**src/rtl/uart_pkg.sv**
```systemverilog
// Shared UART definitions: parity encodings, frame state encoding and data-length limits.
// Used by both the transmitter and the receiver.
package uart_pkg;

    localparam int unsigned MIN_DATA_BITS = 5;

    localparam logic [1:0] PAR_NONE = 2'b00;
    localparam logic [1:0] PAR_EVEN = 2'b01;
    localparam logic [1:0] PAR_MARK = 2'b10;
    localparam logic [1:0] PAR_ODD  = 2'b11;

    typedef enum logic [2:0] {
        StIdle,
        StLoad,
        StStart,
        StData,
        StParity,
        StStop,
        StBreak,
        StMark
    } uart_state_e;

endpackage

```
**src/rtl/uart_baud_gen.sv**
```systemverilog
// Bit-period generator: counts 0..D-1 and strobes tick on the last count.
// A divisor of 0 is treated as 1, so tick is then high every clock.
module uart_baud_gen #(
    parameter int unsigned DIV_W = 16
) (
    input  logic             clk,
    input  logic             rst_n,
    input  logic [DIV_W-1:0] div,
    input  logic             restart,
    output logic             tick
);

    logic [DIV_W-1:0] cnt_q, cnt_d, last;

    always_comb begin
        last = (div == '0) ? '0 : div - 1'b1;
        tick = (cnt_q == last);
        // >= rather than == so a shrunken divisor can never strand the count above last
        if (restart || (cnt_q >= last)) begin
            cnt_d = '0;
        end else begin
            cnt_d = cnt_q + 1'b1;
        end
    end

    always_ff @(posedge clk or negedge rst_n) begin
        if (!rst_n) begin
            cnt_q <= '0;
        end else begin
            cnt_q <= cnt_d;
        end
    end

endmodule

```
**src/rtl/uart_tx_cfg.sv**
```systemverilog
// Runtime-configurable UART transmitter: pops bytes from a registered-output FIFO and sends
// start, N data bits LSB-first, optional parity and 1 or 2 stop bits; also generates breaks.
module uart_tx_cfg
    import uart_pkg::*;
#(
    parameter int unsigned MAX_DATA_BITS = 8,
    parameter int unsigned DIV_W         = 16
) (
    input  logic                     clk,
    input  logic                     rst_n,
    input  logic [DIV_W-1:0]         cfg_baud_div,
    input  logic [3:0]               cfg_data_bits,
    input  logic [1:0]               cfg_parity,
    input  logic                     cfg_stop2,
    input  logic                     break_req,
    input  logic                     fifo_empty,
    input  logic [MAX_DATA_BITS-1:0] fifo_rdata,
    output logic                     fifo_rd_en,
    output logic                     tx,
    output logic                     busy,
    output logic                     frame_done,
    output logic                     baud_tick_o
);

    uart_state_e              state_q, state_d;
    logic [MAX_DATA_BITS-1:0] shreg_q, shreg_d;
    logic [3:0]               bit_cnt_q, bit_cnt_d;
    logic [3:0]               nbits_q, nbits_d;
    logic                     par_en_q, par_en_d;
    logic                     par_bit_q, par_bit_d;
    logic                     stop2_q, stop2_d;
    logic [DIV_W-1:0]         div_q, div_d;
    logic                     tx_q, tx_d;
    logic                     restart, tick;
    logic [3:0]               nbits_cfg;
    logic                     par_x, par_calc;

    uart_baud_gen #(
        .DIV_W (DIV_W)
    ) u_baud_gen (
        .clk     (clk),
        .rst_n   (rst_n),
        .div     (div_q),
        .restart (restart),
        .tick    (tick)
    );

    always_comb begin
        if (cfg_data_bits < 4'(MIN_DATA_BITS)) begin
            nbits_cfg = 4'(MIN_DATA_BITS);
        end else if (32'(cfg_data_bits) > MAX_DATA_BITS) begin
            nbits_cfg = 4'(MAX_DATA_BITS);
        end else begin
            nbits_cfg = cfg_data_bits;
        end
    end

    // Parity covers only the bits that will actually be sent
    always_comb begin
        par_x = 1'b0;
        for (int i = 0; i < MAX_DATA_BITS; i++) begin
            if (i < int'(nbits_cfg)) begin
                par_x = par_x ^ fifo_rdata[i];
            end
        end
        case (cfg_parity)
            PAR_EVEN: par_calc = par_x;
            PAR_ODD:  par_calc = ~par_x;
            PAR_MARK: par_calc = 1'b1;
            default:  par_calc = 1'b0;
        endcase
    end

    assign fifo_rd_en  = (state_q == StIdle) && !fifo_empty && !break_req;
    assign busy        = (state_q != StIdle);
    assign tx          = tx_q;
    assign baud_tick_o = tick;

    always_comb begin
        state_d    = state_q;
        shreg_d    = shreg_q;
        bit_cnt_d  = bit_cnt_q;
        nbits_d    = nbits_q;
        par_en_d   = par_en_q;
        par_bit_d  = par_bit_q;
        stop2_d    = stop2_q;
        div_d      = div_q;
        restart    = 1'b0;
        frame_done = 1'b0;

        case (state_q)
            StIdle: begin
                if (break_req) begin
                    state_d = StBreak;
                    restart = 1'b1;
                    div_d   = cfg_baud_div;
                end else if (fifo_rd_en) begin
                    state_d = StLoad;
                end
            end
            StLoad: begin
                shreg_d   = fifo_rdata;
                nbits_d   = nbits_cfg;
                par_en_d  = (cfg_parity != PAR_NONE);
                par_bit_d = par_calc;
                stop2_d   = cfg_stop2;
                div_d     = cfg_baud_div;
                bit_cnt_d = '0;
                restart   = 1'b1;
                state_d   = StStart;
            end
            StStart: begin
                if (tick) state_d = StData;
            end
            StData: begin
                if (tick) begin
                    shreg_d = shreg_q >> 1;
                    if (bit_cnt_q == nbits_q - 4'd1) begin
                        bit_cnt_d = '0;
                        state_d   = par_en_q ? StParity : StStop;
                    end else begin
                        bit_cnt_d = bit_cnt_q + 4'd1;
                    end
                end
            end
            StParity: begin
                if (tick) state_d = StStop;
            end
            StStop: begin
                if (tick) begin
                    // bit_cnt marks that the first of two stop bits has been sent
                    if (stop2_q && (bit_cnt_q == 4'd0)) begin
                        bit_cnt_d = 4'd1;
                    end else begin
                        bit_cnt_d  = '0;
                        frame_done = 1'b1;
                        state_d    = StIdle;
                    end
                end
            end
            StBreak: begin
                // Restart so the mark period is a full bit regardless of break length
                if (!break_req) begin
                    state_d = StMark;
                    restart = 1'b1;
                end
            end
            StMark: begin
                if (tick) state_d = StIdle;
            end
            default: state_d = StIdle;
        endcase

        case (state_d)
            StStart, StBreak: tx_d = 1'b0;
            StData:           tx_d = shreg_d[0];
            StParity:         tx_d = par_bit_q;
            default:          tx_d = 1'b1;
        endcase
    end

    always_ff @(posedge clk or negedge rst_n) begin
        if (!rst_n) begin
            state_q   <= StIdle;
            shreg_q   <= '0;
            bit_cnt_q <= '0;
            nbits_q   <= '0;
            par_en_q  <= 1'b0;
            par_bit_q <= 1'b0;
            stop2_q   <= 1'b0;
            div_q     <= '0;
            tx_q      <= 1'b1;
        end else begin
            state_q   <= state_d;
            shreg_q   <= shreg_d;
            bit_cnt_q <= bit_cnt_d;
            nbits_q   <= nbits_d;
            par_en_q  <= par_en_d;
            par_bit_q <= par_bit_d;
            stop2_q   <= stop2_d;
            div_q     <= div_d;
            tx_q      <= tx_d;
        end
    end

endmodule

```
**config.mk**
```make
export PLATFORM = sky130hd
export DESIGN_NAME = uart_tx_cfg
export DESIGN_NICKNAME = d
export VERILOG_FILES = /design/src/rtl/uart_pkg.sv /design/src/rtl/uart_baud_gen.sv /design/src/rtl/uart_tx_cfg.sv
export SDC_FILE = /design/constraint.sdc
export NUM_CORES = 1
export LEC_CHECK = 0
export CAP_MARGIN = 20
export CORE_UTILIZATION = 53
export CTS_BUF_LIST = sky130_fd_sc_hd__clkbuf_4
export CTS_CLUSTER_SIZE = 16
export DETAILED_ROUTE_END_ITERATION = 12
export PLACE_DENSITY = 0.79
export SYNTH_ARGS = -nofsm -noshare
export SYNTH_HDL_FRONTEND = slang
export SYNTH_SLANG_ARGS = --single-unit
```
**constraint.sdc**
```tcl
create_clock -name clk -period 4.39 [get_ports clk]
set_clock_uncertainty 0.15 [all_clocks]
set_input_delay 1.0975 -clock clk [delete_from_list [all_inputs] [get_ports clk]]
set_output_delay 1.0975 -clock clk [all_outputs]
set_load 0.005 [all_outputs]
```
# --- Word-level counts from Yosys, hierarchy flattened ---
# Cells that the tools add are included.
word_totals:
  reg_bits: 55
  inputBits: 35
  out_inout_bits: 5
  wordCells: 112
classes:
  add_sub_neg: 4
  magnitude_cmp: 11
  n_eq_ne: 19
  mux: 41
  n_bitwise: 8
  n_reduce_logical: 18
op_table:
  columns: ["operator", "n"]
  rows:
  - ["$mux W16", 3]
  - ["$pmux W16 S2", 1]
  - ["$mux W3", 10]
  - ["$pmux W3 S8", 1]
  - ["$mux W4", 5]
  - ["$eq A3 B3 Y1 const B", 6]
  - ["$add A16 B1 Y16 const B", 1]
  - ["$eq A16 B16 Y1", 1]
  - ["$ge A16 B16 Y1", 1]
  - ["$logic_not A16 Y1", 1]
  - ["$lt A3 B4 Y1 const A", 4]
  - ["$pmux W8 S2", 1]
  - ["$sub A16 B1 Y16 const B", 1]
  - ["$mux W1", 15]
  - ["$eq A3 B2 Y1 const B", 4]
  - ["$pmux W4 S3", 1]
  - ["$pmux W1 S3", 3]
  - ["$lt A1 B4 Y1 const A", 2]
  - ["$lt A2 B4 Y1 const A", 2]
  - ["$mux W8", 1]
  - ["$xor A1 B1 Y1", 7]
  - ["$ne A2 B2 Y1 const B", 3]
  - ["$reduce_bool A2 Y1", 3]
  - ["$reduce_bool A3 Y1", 2]
  - ["other kinds (17)", 22]

# --- Logic depth before layout (Yosys ltp) ---
depth:
  ltp_word: 21
  depth_mapped: 16
  ltp_nobuf: 15

# --- Cells and area by module ---
# A second synthesis with hierarchy kept.
unflattened:
  cells_unflattened: 377
  area_unflattened_um2: 3691.0
modules_own_cells:
  columns: ["mod", "instances", "cells_each", "area_per_inst_um2", "seq_area_each_um2"]
  rows:
  - ["uart_tx_cfg", 1, 193, 2090.8, 977.2]
  - ["uart_baud_gen", 1, 184, 1600.3, 400.4]

# --- Worst setup path before layout ---
# OpenSTA, ideal clock, no wires.
synth_timing:
  path_type: "register to output"
  startpoint: "register div_q[2]"
  endpoint: "output port frame_done"
  arrival_ns: 3.404
  t_required_ns: 3.143
  setup_slack_ns: -0.261
  path_stages_with_launch: 14
  path_buffers: 1
  cell_sequence: "dfrtp_1 or3_4 nor3b_4 inv_2 or4_4 o31a_1 a31oi_1 ha_1 nand4_1 or4_1 clkbuf_2 inv_1 nand2_1 nor4b_1"
synth_via:
  elab_chain_len: 5
  elab_cells_between_ends: 6
synth_rtl:
  columns: ["item", "line", "source"]
  rows:
  - ["from (decl)", "uart_tx_cfg.sv:32", "logic [DIV_W-1:0] div_q, div_d;"]
  - ["from (signal assigned)", "uart_tx_cfg.sv:181", "div_q <= div_d;"]
  - ["$sub A16 B1 Y16 / $logic_not A16 Y1 (equally long branches)", "uart_baud_gen.sv:16", "last = (div == '0) ? '0 : div - 1'b1;"]
  - ["$mux W16 *", "uart_baud_gen.sv:16", null]
  - ["$eq A16 B16 Y1 *", "uart_baud_gen.sv:17", "tick = (cnt_q == last);"]
  - ["via baud_tick_o", "uart_tx_cfg.sv:22", "output logic baud_tick_o"]
  - ["$mux W1 *", "uart_tx_cfg.sv:130", "if (tick) begin"]
  - ["$mux W1 *", "uart_tx_cfg.sv:91", "case (state_q)"]
  - ["to (decl)", "uart_tx_cfg.sv:21", "output logic frame_done,"]
# The timed path passes the listed nets; every way through them passes the cells marked *.

# --- Final worst setup path ---
layout_timing:
  startpoint: "register div_q[2]"
  endpoint: "output port frame_done"
layout_via:
  elab_chain_len: 5
  elab_cells_between_ends: 6
layout_rtl:
  columns: ["item", "line"]
  rows:
  - ["$sub A16 B1 Y16 / $logic_not A16 Y1 (equally long branches)", "uart_baud_gen.sv:16"]
  - ["$mux W16 *", "uart_baud_gen.sv:16"]
  - ["$eq A16 B16 Y1 *", "uart_baud_gen.sv:17"]
  - ["$mux W1 *", "uart_tx_cfg.sv:130"]
  - ["$mux W1 *", "uart_tx_cfg.sv:91"]
# Mark *: on every way between the ends. The rest lies on a longest branch, timed or not.

==> flow_metrics.py <==
metrics = {
    "route": {
        "vias_per_cell": 5.60,
        "route.met2.wl_microns": 3610,
        "remaining_drc_errors": 0,
        "drt_wl_total_microns": 7490,
        "initialDrtViolationCount": 99,
        "num_vias": 2905,
        "wl_met3_microns": 200,
        "dr.max_layer_used": "met4",
        "drt-met1-wl_microns": 3600,
        "first_pass_iters": 4,
        "drtAntennaViolNets": 0,
        "wl_per_cell_microns": 14.4,
    },
    "cts": {
        "cts.clk_slew.worst_paths_ps": 160,
        "cts_buffer_depth": 2,
        "cts_tree": "done",
        "insertion_delay_ps": 380,
        "ctsHtreeMaxLevel": 2,
        "clock-sinks": 55,
        "cts_buffers": 5,
        "root_buffer": "clkbuf_4",
    },
    "worst_setup_path": {
        "start_kind": "flip-flop",
        "cp_slowest_cell": "or4_4",
        "critical_path.top_delay_family": "simple AND/OR/NAND/NOR gates",
        "cp-end-kind": "output port",
        "path_common_cell": "or4_4",
        "crit_type": "flip-flop to output port",
        "worstPathArrival_ps": 3740,
        "cp_num_buf_inv": 3,
        "crit_fanout": 3,
        "required_ps": 3140,
        "worstPathCellList": "or3_4, nor3b_4, inv_2, or4_4, o31a_1, a31oi_1, ha_1, nand4_1, or4_4, inv_4, nand2_2, nor4b_2, buf_2",
        "max_stage_delay_ps": 580,
    },
    "timing": {
        "tightest_slew_ps": 667,
        "rsz0062_at_grt": "yes",
        "fmax_mhz": 201,
        "period_minus_slack_ps": 4990,
        "fin_tns_setup_ps": -978,
        "drv_slew": 0,
        "hold_violations": 0,
        "relSlewSlack_pct": 55.1,
        "timing.final.crit_share_pct": 114,
        "setup_violations": 2,
        "timing.final.ws_setup_ps": -595,
    },
    "worst_hold_path": {
        "min_path_type": "flip-flop to flip-flop",
    },
    "layout": {
        "insertedDiodeCount": 0,
        "drive_above_1_share_pct": 17.6,
        "nNetsFinal": 499,
        "n_fill_cell": 456,
        "area_growth_pct": 22.4,
        "utilization_pct": 69.1,
    },
    "yosys": {
        "synth_cells": 376,
        "ys_async_sr_fraction_pct": 100,
        "ys_ff_latch": 55,
        "yosys.cell_count.top_type": "nand2_1",
        "synth_edf_count": 0,
        "netlist_area_sq_um": 3420,
        "synthTopCellsByCount": "nand2_1 (69), dfrtp_1 (54), nor2_1 (33)",
        "yosysTopAreaCell": "dfrtp_1",
        "ys.flop_type": "dfrtp_1",
        "avgSynthCellArea_sq_um": 9.10,
        "synthTopCellsByArea": "dfrtp_1 (39%), ha_1 (7.7%), nand2_1 (7.6%)",
        "ys_warn_count": 0,
        "seq_area_frac_synth_pct": 40.3,
        "synth.distinct_cells": 52,
        "synth_top_area_share_pct": 39.5,
        "synth_nets": 432,
    },
    "grt": {
        "grt_max_degree": 30,
        "grt_overflow": 0,
        "track_usage_pct": 25.1,
        "antenna_found_initial": 0,
        "grt_pass1_vias": 2795,
        "grt_pass1_wl_microns": 13000,
    },
    "floorplan": {
        "fp.dieW_microns": 82.4,
        "core_area_sq_um": 6060,
        "rows": 28,
        "die_h_microns": 82.4,
        "die_area_sq_um": 6780,
        "pin_count": 40,
        "floorplan.initialDensity_pct": 56.5,
    },
    "placed_design": {
        "gp_congestion": 0.889,
        "io_buffers": 39,
        "dpl_worst_slack_ps": -531,
        "dp_hpwl_microns": 5640,
    },
    "power": {
        "power.leakage_nw": 1.95,
        "cellPowerDensity_nw_per_um2": 346,
        "ir_drop_mv": 0.250,
        "power_mw": 1.45,
    },
    "job": {
        "drv_cap": 0,
    },
    "status": {
        "violations": "setup timing",
        "status": "finished with violations",
    },
}
==> tightest hold or removal path: cells and delay by family, from the launching register on <==
| kind | cells | cell delay (ps) |
|---|---|---|
| DFF | 1 | 370 |
| and+or+nand+nor | 2 | 110 |
==> sequential cells by signal (all words and copies together) (netlist names) <==
name	flops
shreg_q	8
par_en_q	1
bit_cnt_q	4
u_baud_gen.cnt_q	16
state_q	3
tx	1
par_bit_q	1
stop2_q	1
nbits_q	4
div_q	16
==> cell families (layout without fill, tap and decap cells) <==
family / count (synthesis) / after routing / synth area share [%]
AND/OR/NAND/NOR: 164 / 164 / 23.0
flip-flops: 55 / 55 / 40.3
AO/OA/AOI/OAI: 52 / 52 / 10.4
XOR/XNOR: 39 / 39 / 9.98
buffers and inverters: 28 / 96 / 3.11
adder cells (fa/ha/maj): 21 / 21 / 7.68
multiplexers: 17 / 17 / 5.56
==> through the flow <==
stage	instance area, sq um	hold slack (ps)	std cells
after floorplan	3440	288	376
after global placement	4080	308	507
after detailed placement	4080	311	507
after CTS	4180	348	519
after global routing	4190	374	519
final	4190	346	519
==> final cells by class <==
cell class              instances  area [sq um]  share of cell area, %
clock buffers                   5          37.5                  0.896
multi-input cells             293          1970                   47.1
clock inverters                 3          20.0                  0.478
inverters                      17          66.3                   1.58
flip-flops and latches         55          1380                   32.9
repair buffers                 71           622                   14.8
well taps                      75          93.8                   2.24
==> layout by cell type (no fill, tap or decap), drive strengths merged, types with 12 or more instances in the layout <==
cell type      netlist  final
xor2                15     15
mux2                16     16
nand2               69     69
xnor2               24     24
buf                  0     35
nor2                34     34
dfrtp               54     54
inv                 17     17
clkdlybuf4s50        0     36
ha                  21     21
o21ai               12     12
==> worst paths after layout <==
path / startpoint / to / slack, ps / cells past startpoint
max in group asynchronous: rst_n / bit_cnt_q[1]$_DFFE_PN0P_ / 2730 / 2
min in group asynchronous: rst_n / shreg_q[4]$_DFFE_PN0P_ / 550 / 1
setup reg to reg: div_q[2]$_DFFE_PN0P_ / tx$_DFF_PN1_ / 210 / 14
hold reg to reg: par_en_q$_DFFE_PN0P_ / par_en_q$_DFFE_PN0P_ / 350 / 2
setup / recovery: div_q[2]$_DFFE_PN0P_ / frame_done / -600 / 13
hold / removal: par_en_q$_DFFE_PN0P_ / par_en_q$_DFFE_PN0P_ / 350 / 2
==> power by group <==
group / internal, mW / switching (mW)
registers: 0.592 / 0.103
logic: 0.272 / 0.254
clock network: 0.0616 / 0.165
==> what timing repair did <==
action	CTS	global route
buffers inserted	5	0
gates resized for setup	13	1
pin swaps	4	0
hold buffers	0	0
setup endpoints to repair	2	3
==> layer usage <==
metal | vias to the layer above | GRT usage (%)
li1 | 1436 | -
met1 | 1407 | 34.5
met2 | 53 | 41.7
met3 | 9 | 3.96
met4 | 0 | 5.09
met5 | - | 0
Power figures use the tool's default switching activity.
